<file path="src/rtl/lcd_write_ctrl.sv">
// Write-only HD44780 sequencer: power-on init, then one handshaked byte at a time.
// Latency: byte latched on accept, lcdEn pulse after SETUP_CYC; backpressure: wr_ready only in IDLE.
module lcd_write_ctrl #(
    parameter int PWRON_CYC    = 750000,
    parameter int SETUP_CYC    = 2,
    parameter int PULSE_CYC    = 12,
    parameter int CMD_WAIT_CYC = 2000,
    parameter int CLR_WAIT_CYC = 82000
) (
    input  logic       clk,
    input  logic       reset,
    input  logic       wr_valid,
    output logic       wr_ready,
    input  logic       wr_rs,
    input  logic [7:0] wr_data,
    output logic       init_done,
    output logic [7:0] LCD,
    output logic       lcdRS,
    output logic       lcdRW,
    output logic       lcdEn
);

    localparam int MAX_A = (PWRON_CYC > CLR_WAIT_CYC) ? PWRON_CYC : CLR_WAIT_CYC;
    localparam int MAX_B = (CMD_WAIT_CYC > PULSE_CYC) ? CMD_WAIT_CYC : PULSE_CYC;
    localparam int MAX_C = (MAX_B > SETUP_CYC) ? MAX_B : SETUP_CYC;
    localparam int MAXP  = (MAX_A > MAX_C) ? MAX_A : MAX_C;
    localparam int CW    = $clog2(MAXP + 1);
    localparam logic [2:0] ROM_LAST = 3'd6;

    typedef enum logic [2:0] {PWRON, INIT_LOAD, SETUP, PULSE, WAIT, IDLE} state_t;

    state_t          state, state_nxt;
    logic [CW-1:0]   cnt;
    logic [CW-1:0]   wait_lim;
    logic [2:0]      idx;
    logic            load, load_rs, last_init, is_clr;
    logic [7:0]      load_byte;

    function automatic logic [7:0] rom(input logic [2:0] i);
        case (i)
            3'd0, 3'd1, 3'd2, 3'd3: rom = 8'h38;
            3'd4:                   rom = 8'h0C;
            3'd5:                   rom = 8'h01;
            3'd6:                   rom = 8'h06;
            default:                rom = 8'h00;
        endcase
    endfunction

    // Clear/home commands need the long execution wait.
    assign is_clr   = !lcdRS && (LCD == 8'h01 || LCD == 8'h02 || LCD == 8'h03);
    // WAIT ends one cycle early so the IDLE/INIT_LOAD cycle completes the wait.
    assign wait_lim = is_clr ? CW'(CLR_WAIT_CYC - 2) : CW'(CMD_WAIT_CYC - 2);
    assign wr_ready = (state == IDLE) && init_done;
    assign lcdRW    = 1'b0;

    always_comb begin
        state_nxt = state;
        load      = 1'b0;
        load_byte = rom(idx);
        load_rs   = 1'b0;
        last_init = 1'b0;
        case (state)
            PWRON:     if (cnt == CW'(PWRON_CYC - 1)) state_nxt = INIT_LOAD;
            INIT_LOAD: begin
                state_nxt = SETUP;
                load      = 1'b1;
            end
            SETUP:     if (cnt == CW'(SETUP_CYC - 1)) state_nxt = PULSE;
            PULSE:     if (cnt == CW'(PULSE_CYC - 1)) state_nxt = WAIT;
            WAIT: begin
                if (cnt == wait_lim) begin
                    if (init_done) begin
                        state_nxt = IDLE;
                    end else if (idx == ROM_LAST) begin
                        state_nxt = IDLE;
                        last_init = 1'b1;
                    end else begin
                        state_nxt = INIT_LOAD;
                    end
                end
            end
            IDLE: begin
                if (wr_valid && wr_ready) begin
                    state_nxt = SETUP;
                    load      = 1'b1;
                    load_byte = wr_data;
                    load_rs   = wr_rs;
                end
            end
            default:   state_nxt = PWRON;
        endcase
    end

    always_ff @(posedge clk or posedge reset) begin
        if (reset) begin
            state     <= PWRON;
            cnt       <= '0;
            idx       <= '0;
            LCD       <= 8'h00;
            lcdRS     <= 1'b0;
            lcdEn     <= 1'b0;
            init_done <= 1'b0;
        end else begin
            state <= state_nxt;
            if (state_nxt != state)
                cnt <= '0;
            else if (state != IDLE)
                cnt <= cnt + CW'(1);
            if (load) begin
                LCD   <= load_byte;
                lcdRS <= load_rs;
            end
            if (state == WAIT && state_nxt == INIT_LOAD)
                idx <= idx + 3'd1;
            if (last_init)
                init_done <= 1'b1;
            // Registered strobe keeps the enable pin glitch-free.
            lcdEn <= (state_nxt == PULSE);
        end
    end

endmodule

</file>
<file path="config.mk">
export PLATFORM = sky130hd
export DESIGN_NAME = lcd_write_ctrl
export DESIGN_NICKNAME = d
export VERILOG_FILES = /design/src/rtl/lcd_write_ctrl.sv
export SDC_FILE = /design/constraint.sdc
export NUM_CORES = 1
export LEC_CHECK = 0
export ABC_CLOCK_PERIOD_IN_PS = 5100
export BUFFER_PORTS_ARGS = -buffer_cell sky130_fd_sc_hd__buf_4
export CORE_MARGIN = 2
export CORE_UTILIZATION = 62
export CTS_CLUSTER_DIAMETER = 50
export DETAILED_ROUTE_END_ITERATION = 8
export HOLD_SLACK_MARGIN = 0.12
export PLACE_DENSITY_LB_ADDON = 0.3
export RECOVER_POWER = 50
export SLEW_MARGIN = 20
export SYNTH_ARGS = -nofsm -noshare
export SYNTH_HDL_FRONTEND = slang
export SYNTH_SLANG_ARGS = --single-unit
</file>
<file path="constraint.sdc">
create_clock -name clk -period 5.1 [get_ports clk]
set_input_delay 0.765 -clock clk [delete_from_list [all_inputs] [get_ports clk]]
set_output_delay 0.765 -clock clk [all_outputs]
set_load 0.01 [all_outputs]
</file>
# ---- Yosys cells after proc, flatten, opt, wreduce, memory -nomap -nowiden
# Index checks and enable logic that the tools add are counted.
dict set report op_classes {
  addsub 2
  eq_ne 22
  muxes 22
  n_reduce_logical 11
}
# cell n
set ops {}
lappend ops {{$mux 20} 2}
lappend ops {{$pmux 6 s4} 1}
lappend ops {{$mux 3} 7}
lappend ops {{$add 20x1->20 const B} 1}
lappend ops {{$eq 20x1->1 const B} 1}
lappend ops {{$eq 20x17->1} 1}
lappend ops {{$eq 20x20->1 const B} 1}
lappend ops {{$eq 20x4->1 const B} 1}
lappend ops {{$pmux 3 s6} 1}
lappend ops {{$mux 17} 1}
lappend ops {{$eq 8x2->1 const B} 2}
lappend ops {{$mux 8} 2}
lappend ops {{$eq 3x2->1 const B} 5}
lappend ops {{$eq 3x3->1 const B} 5}
lappend ops {{$eq 3x1->1 const B} 3}
lappend ops {{$eq 8x1->1 const B} 1}
lappend ops {{$mux 1} 7}
lappend ops {{$logic_not 3->1} 2}
lappend ops {{$logic_and 1x1->1} 4}
lappend ops {{$reduce_or 4->1} 1}
lappend ops {{$add 3x1->3 const B} 1}
lappend ops {{$ne 3x3->1} 1}
lappend ops {{$ne 3x3->1 const B} 1}
lappend ops {{$logic_or 1x1->1} 2}
lappend ops {{other kinds (3)} 3}
dict set report word_totals {
  reg_bits 37
  in_bits 12
  word_cells 64
}

# ---- Depth between registers and ports, before layout
# Gate-level depths: netlist of run 1.
dict set report depth {
  ltp_word 10
  mapped_depth 8
  ltp_nobuf 7
}

# ---- Least setup slack after synthesis of run 1
# No wires, ideal clock.
dict set report synth_timing {
  kind {register to register}
  startpoint {register cnt[14]}
  endpoint {register cnt[2]}
  setup_ps 125
  arrival_ps 2411
  slack_ps 2564
  path_stages_with_launch 9
  path_buffers 2
  period_less_slack_ps 2536
  cell_sequence {dfrtp_1 > buf_6 > or4_1 > or4_4 > nor4_1 > nor3_1 > a211oi_4 > buf_6 > nor3_1}
}
dict set report synth_via {
  elab_chain_cells 5
}
# item line_no
set synth_lines {}
lappend synth_lines {{start, declared} 33} ;# logic [CW-1:0] cnt;
lappend synth_lines {{start signal, assigned} 108} ;# cnt <= cnt + CW'(1);
lappend synth_lines {{$eq 20x17->1, or another cell as far along} 71} ;# if (cnt == wait_lim) begin
lappend synth_lines {{$mux 3 (on tied branches)} n/a}
lappend synth_lines {{$pmux 3 s6 (*)} 62} ;# case (state)
lappend synth_lines {{$ne 3x3->1 (*)} 105} ;# if (state_nxt != state)
lappend synth_lines {{$mux 20 or $reduce_bool 2->1 (tied branches)} n/a}
# Every way passes the cells marked *; elsewhere a longest branch is shown, timed or not.
# A chain may end at the register's enable or synchronous reset.

# ---- Worst setup path in the final report of run 1
dict set report layout_timing {
  startpoint {register cnt[16]}
  endpoint {register cnt[1]}
}
# Same word-level chain as after synthesis.

==> results of run 1 <==
[cell families (layout without fill, tap and decap cells)]
kind of cell    after synthesis  in the layout  share of synthesized area
compound gates               32             32                    0.09703
xor+xnor                     20             20                    0.08333
fa+ha+maj                     7              7                    0.04166
buf+inv                      23             44                    0.05178
flops                        37             37                     0.4405
mux                           2              2                    0.01012
other cells                   1              1                   0.001784
simple gates                110            110                     0.2738
[worst max path at each step]
stage                        from     end  cells after the start
after detailed placement  cnt[16]  cnt[1]                      6
after global placement    cnt[11]  cnt[1]                      6
after floorplan           cnt[14]  cnt[2]                      8
after global routing      cnt[14]  cnt[1]                      6
final                     cnt[16]  cnt[1]                      6
after CTS                 cnt[16]  cnt[1]                      6
[flip-flops by register name, summed over array words and instances (netlist names)]
name	count
cnt	20
LCD	8
idx	3
state	3
init_done	1
lcdEn	1
lcdRS	1
[final cells by class]
type | instances | share of cell area
well taps | 46 | 0.02501
clock inverters | 2 | 0.004350
repair buffers | 24 | 0.06688
inverters | 12 | 0.01958
flip-flops and latches | 37 | 0.4024
multi-input cells | 172 | 0.4638
clock buffers | 6 | 0.01794
[report_power, final]
group | leakage, nW | switching, mW | internal [mW]
Clock | 0.0320 | 0.0934 | 0.0525
Sequential | 0.475 | 0 | 0.293
Combinational | 0.521 | 0.00722 | 0.00547
[critical path: stages (launching register included)]
cell and delay, ps:
dfrtp_1 480, or4_1 540, or4_4 510, nor4_1 280
nor3_1 120, a211oi_4 700, a2111oi_0 160
[through the flow]
stage	power, mW	worst slack (ps)	hold WS, ps
3_5_place_dp	0.3125	2161	494.2
5_1_grt	0.4728	1925	560.1
3_3_place_gp	0.3125	2225	489.5
4_1_cts	0.4567	2140	518.8
6_report	0.4518	2146	522.5
2_1_floorplan	0.3042	2564	498.0
[cells in the final DEF (no fill, tap or decap), types with 4 or more instances in the layout]
| cell | count |
|---|---|
| a21oi_1 | 10 |
| buf_4 | 16 |
| clkbuf_1 | 8 |
| clkbuf_4 | 6 |
| dfrtp_1 | 37 |
| ha_1 | 7 |
| inv_1 | 11 |
| nand2_1 | 22 |
| nand2b_1 | 4 |
| nand3_1 | 13 |
| nand4_1 | 7 |
| nor2_1 | 23 |
| nor3_1 | 18 |
| nor4_1 | 5 |
| o21ai_0 | 11 |
| xnor2_1 | 13 |
| xor2_1 | 7 |
[routing by layer]
| layer | GRT usage | routed length (um) | up-vias |
|---|---|---|---|
| met5 | 0 | 0 | - |
| met4 | 0.1278 | 72 | 0 |
| met3 | 0.04529 | 233 | 7 |
| met2 | 0.4198 | 2110 | 56 |
| met1 | 0.2899 | 1798 | 815 |
| li1 | - | - | 849 |
==> impl_results.md, run 1 <==
* CP Max Fanout at 17
* Violated checks: capacitance limit, slew limit
* Kind of critical path: reg2reg
* Lkg Pwr at 1.028 nW
* Die area at 0.003872 sq mm
* Tightest Hold Check Type: reg2reg
* DP Area at 0.002276 sq mm
* Via count at 1727
* Clock root buffer: clkbuf_4
* Detailed router's first-iteration violation count at 128
* Count leader, synth: dfrtp_1
* FF-to-FF path depth at 6
* Cell Pwr Density at 196.4 mW/mm^2
* WHS Path Cells at 2
* Post-synthesis cell type with the largest combined area: dfrtp_1
* Max Slew Vio Count at 38
* Crit path time final at 2954 ps
* Reg-to-Reg End: cnt[1]
* Multi-input gate area at 0.001067 sq mm
* Least-Margin Pin Slew at 1924 ps
* CTS tree: yes
* Synth Register Bits at 37
* Later-pin clock latency in the skew report at 340 ps
* Hold Vio Cnt, Final at 0
* CP required at 5280 ps
* Chip height at 62.23 um
* Vias in the first global route at 1640
* Register area share after synthesis at 0.4405
* Post-synth EDFFs at 0
* TritonCTS Buffers at 5
* DIE WIDTH at 62.23 um
* CP Launch Type: flip-flop
* Most common library cells after synthesis: dfrtp_1, nor2_1, nand2_1
* Post-synth top area share at 0.4405
* Number of fill cells in the layout at 293
* Final setup fails at 0
* Hold Crit Endpoint: LCD[4]
* H-tree Lvls at 2
* Post-route ant nets at 0
* CP endpoint kind: flip-flop
* Setup Total Neg Slack at 0 ps
* Inst Count DP at 291
* DP Wirelength at 3061 um
* Design Area, Final at 0.002301 sq mm
* R2R Setup Slk at 2150 ps
* # hold bufs at CTS at 0
* Largest net degree at the start of global routing at 38
* Nets at 271
* Core ar. at 0.003284 sq mm
* Share of cells above drive strength 1 at 0.1265
* Layout Utilization at 0.7006
* Register area at 925.9 sq um
* Worst clock skew at 12.67 ps
* Post-CTS Setup Bufs at 0
* Final worst path period share at 0.5792
* Ys Warns at 0
* IO Port Bufs at 23
* Max VDD drop at 0.1529 mV
* GPL Wtd Cong at 0.8208
* ANT cells at 0
* Netlist cell types at 43
* Avg Inst Size Synth at 9.060 sq um
* Vias/cell at 5.776
* Effective utilization at floorplan at 0.6400
* Total grt overflow at 0
* DRC at 0
* RR Startpoint: cnt[16]
* DR WL/cell at 14.10 um
* Syn Nets at 251
* Synth Instances at 232
* Worst hold start: LCD[4]
* Synth async-reset ratio at 1.000
* Top post-synthesis cells by area: dfrtp_1, xnor2_1, nor3_1
* First-pass DRT Iterations at 4
* RSZ-0062 raised after global routing: false
* Fin cells at 299
* Resize count post-CTS at 0
* Area delta synth->final at 9.464%
* Num Clock Sinks at 37
* GRT Util Overall at 0.2433
* Max Root-Sink Buffers at 2
* Slew margin rel. at -0.2827
* Max frequency at 338.5 MHz
* Main synth FF type: dfrtp_1
* Reg clk slew, reported paths at 110 ps
* Synthesized area at 0.002102 sq mm
* Io pins at 25
* Status: finished with violations
* Maxcap violations at 1
* Std-Cell Rows at 21
* Final WL at 4216 um
* Initial antenna violation count at 0
* CP arrival at 3130 ps
* First-pass GRT wire length at 7417 um
Power figures use the tool's default switching activity.
==> inputs of run 2 (changes only) <==
--- a/config.mk
+++ b/config.mk
@@ -5,10 +5,11 @@
 export SDC_FILE = /design/constraint.sdc
 export NUM_CORES = 1
 export LEC_CHECK = 0
-export ABC_CLOCK_PERIOD_IN_PS = 5100
+export ABC_AREA = 1
+export ABC_CLOCK_PERIOD_IN_PS = 2600
 export BUFFER_PORTS_ARGS = -buffer_cell sky130_fd_sc_hd__buf_4
 export CORE_MARGIN = 2
-export CORE_UTILIZATION = 62
+export CORE_UTILIZATION = 53
 export CTS_CLUSTER_DIAMETER = 50
 export DETAILED_ROUTE_END_ITERATION = 8
 export HOLD_SLACK_MARGIN = 0.12
==> constraint.sdc (replaced) <==
create_clock -name clk -period 2.6 [get_ports clk]
set_input_delay 0.39 -clock clk [delete_from_list [all_inputs] [get_ports clk]]
set_output_delay 0.39 -clock clk [all_outputs]
set_load 0.01 [all_outputs]
==> run 2 against run 1 <==
Against the previous run:
- the run still ends with capacitance limit, slew limit left
- hold slack got worse by 210 ps
- highest routed layer unchanged
- register-to-register slack got worse by 1600 ps
- area after synthesis up 14%
- die area is 31% higher
- first-iteration DRC count increased by 15%
- worst setup slack lost 1600 ps
- clock power increased to 2.7 times the previous value
- utilization fell by 8.3 points
- critical path depth is 7 higher
- final cell count rose by 32%
- fmax rose by 42%
- non-clock buffer count rose by 3
==> impl_results.md, run 2 <==
* CP arrival at 2250 ps
* Netlist cell types at 31
* Effective utilization at floorplan at 0.5511
* Inst Count DP at 386
* Share of cells above drive strength 1 at 0.1988
* DIE WIDTH at 71.29 um
* Tightest Hold Check Type: in2reg
* First-pass GRT wire length at 8487 um
* WHS Path Cells at 3
* Io pins at 25
* Reg-to-Reg End: cnt[1]
* Nets at 360
* Post-route ant nets at 0
* Final WS setup at 519.4 ps
* Most common cell after layout, fill and taps aside: nand2_1
* Hold Vio Cnt, Final at 0
* Sw Share at 0.2275
* Hold Crit Endpoint: LCD[6]
* Maxcap violations at 1
* Final setup fails at 0
* Synth async-reset ratio at 1.000
* Largest delay contributor family on the critical path: simple AND/OR/NAND/NOR gates
* Initial antenna violation count at 0
* Num Clock Sinks at 37
* Number of fill cells in the layout at 422
* Largest net degree at the start of global routing at 38
* CP Launch Type: flip-flop
* Post-CTS Setup Bufs at 0
* Reg with most FFs: cnt
* Number of flip-flops in the largest register at 20
* Detailed router's first-iteration violation count at 147
* Count leader, synth: nand2_1
* Top post-synthesis cells by area: dfrtp_1, nand2_1, inv_1
* Multi-input gate area at 0.001222 sq mm
* Status: finished with violations
* Chip height at 71.29 um
* Dpl ws at 522.3 ps
* Commonest non-fill, non-tap cells in the layout: nand2_1, inv_1, dfrtp_1
* CP required at 2770 ps
* Critical-path cell list: nor2_1 -> nand3_1 -> nor2_2 -> nand3_1 -> nand2_1 -> inv_2 -> nor2_4 -> nand2_2 -> nand2_1 -> nand2_1 -> nand2_2 -> buf_12 -> nor2_2
* Area delta synth->final at 11.99%
* DR WL/cell at 12.68 um
* Later-pin clock latency in the skew report at 300 ps
* Avg Inst Size Synth at 7.643 sq um
* CP Max Fanout at 11
* Die area at 0.005082 sq mm
* First-pass DRT Iterations at 5
* Cell Pwr Density at 371.3 mW/mm^2
* Net Sw Power at 227.1 uW
* Clock root buffer: clkbuf_8
* ANT cells at 0
* Max Slew Vio Count at 38
* Post-synth EDFFs at 0
* Design Power at 997.8 uW
* Int Pwr at 770.8 uW
* TritonCTS Buffers at 5
* Core ar. at 0.004354 sq mm
* CTS tree: yes
* Resize count post-CTS at 0
* R2R Setup Slk at 520 ps
* Max frequency at 480.6 MHz
* IO Port Bufs at 23
* Crit path time final at 2081 ps
* Worst hold start: wr_data[6]
* Register area share after synthesis at 0.3858
* Total grt overflow at 0
* Clock share of power at 0.399
* Slew margin rel. at -0.3203
* Main synth FF type: dfrtp_1
* # hold bufs at CTS at 0
* RR Startpoint: cnt[12]
* Most common library cells after synthesis: nand2_1, inv_1, dfrtp_1
* Vias in the first global route at 1928
* Crit-path slowest cell: dfrtp_1
* Post-synth top area share at 0.3858
* Synth Instances at 314
* RSZ-0062 raised after global routing: false
* Max Root-Sink Buffers at 2
* Max VDD drop at 0.2966 mV
* GPL Wtd Cong at 0.9328
* Critical path's most frequent cell: nand2_1
* Final worst path period share at 0.8002
* Lkg Pwr at 1.351 nW
* Synth Register Bits at 37
* Buf/Inv on CP at 2
* Std-Cell Rows at 24
* Max incr delay on CP at 440 ps
* Synthesized area at 0.002400 sq mm
* DRC at 0
* DP Wirelength at 3837 um
* Biggest regs: cnt (20), LCD (8)
* Violated checks: capacitance limit, slew limit
* Via count at 1991
* Reg clk slew, reported paths at 90 ps
* Gate power share at 0.025
* FF-to-FF path depth at 13
* Register area at 925.9 sq um
* Least-Margin Pin Slew at 1980 ps
* Ys Warns at 0
* Final WL at 4997 um
* Sequential share of power at 0.576
* Fin cells at 394
* Post-synthesis cell type with the largest combined area: dfrtp_1
* CP endpoint kind: flip-flop
* Kind of critical path: reg2reg
* Syn Nets at 333
* GRT Util Overall at 0.2131
* H-tree Lvls at 2
* Worst clock skew at 16.61 ps
* Vias/cell at 5.053
* Setup Total Neg Slack at 0 ps
[run 2: cell type report]
cell class,instances,area share
clock buffer,5,0.02561
clock inverter,3,0.006518
inverter,53,0.07402
multi-input combinational,217,0.4548
sequential,37,0.3445
tap,52,0.02421
timing repair buffer,27,0.07030
[run 2: routing by layer]
| layer | share of wire | wire length [um] | GRT usage | vias up |
|---|---|---|---|---|
| met4 | 0.019 | 95 | 0.07966 | 0 |
| met3 | 0.061 | 305 | 0.04923 | 9 |
| li1 | - | - | - | 1021 |
| met2 | 0.47 | 2348 | 0.3529 | 63 |
| met1 | 0.45 | 2247 | 0.2732 | 898 |
| met5 | 0 | 0 | 0 | - |
[run 2: power by group through the flow]
stage	combinational (mW)	sequential [mW]	clock, mW
after floorplan	0.0102	0.586	0
after global placement	0.0262	0.586	0
after detailed placement	0.0268	0.586	0
after CTS	0.0268	0.575	0.406
after global routing	0.0286	0.575	0.428
final	0.0250	0.575	0.398
[run 2: cell families after synthesis]
family          synth area share
buf+inv                   0.1048
flops                     0.3858
fa+ha+maj                0.03649
other cells             0.001563
compound gates           0.05213
simple gates              0.3498
xor+xnor                 0.06934
[run 2: worst reg2reg max path: stages, from the launching register on]
cell     delay, ps
dfrtp_1        440
nor2_1         180
nand3_1        120
nor2_2         140
nand3_1         90
nand2_1        120
inv_2           60
nor2_4         110
nand2_2         60
nand2_1         60
nand2_1         60
nand2_2        280
buf_12         200
nor2_2          40
[run 2: metrics by stage]
stage               utilization  hold slack (ps)  cell area [sq um]
floorplan                     -            508.8               2400
global placement         0.6034            498.5               2628
detailed placement       0.6034            514.1               2628
CTS                      0.6233            211.3               2714
global route             0.6172            319.6               2688
finish                   0.6172            312.4               2688
[run 2: worst max-delay path by stage]
stage | from | endpoint | slack [ps] | cells after the start
floorplan | cnt[1] | cnt[4] | 950 | 13
global placement | cnt[0] | cnt[4] | 600 | 10
detailed placement | cnt[1] | cnt[4] | 520 | 13
CTS | cnt[1] | cnt[4] | 510 | 13
global route | reset | cnt[4] | 240 | 3
finish | cnt[12] | cnt[1] | 520 | 13
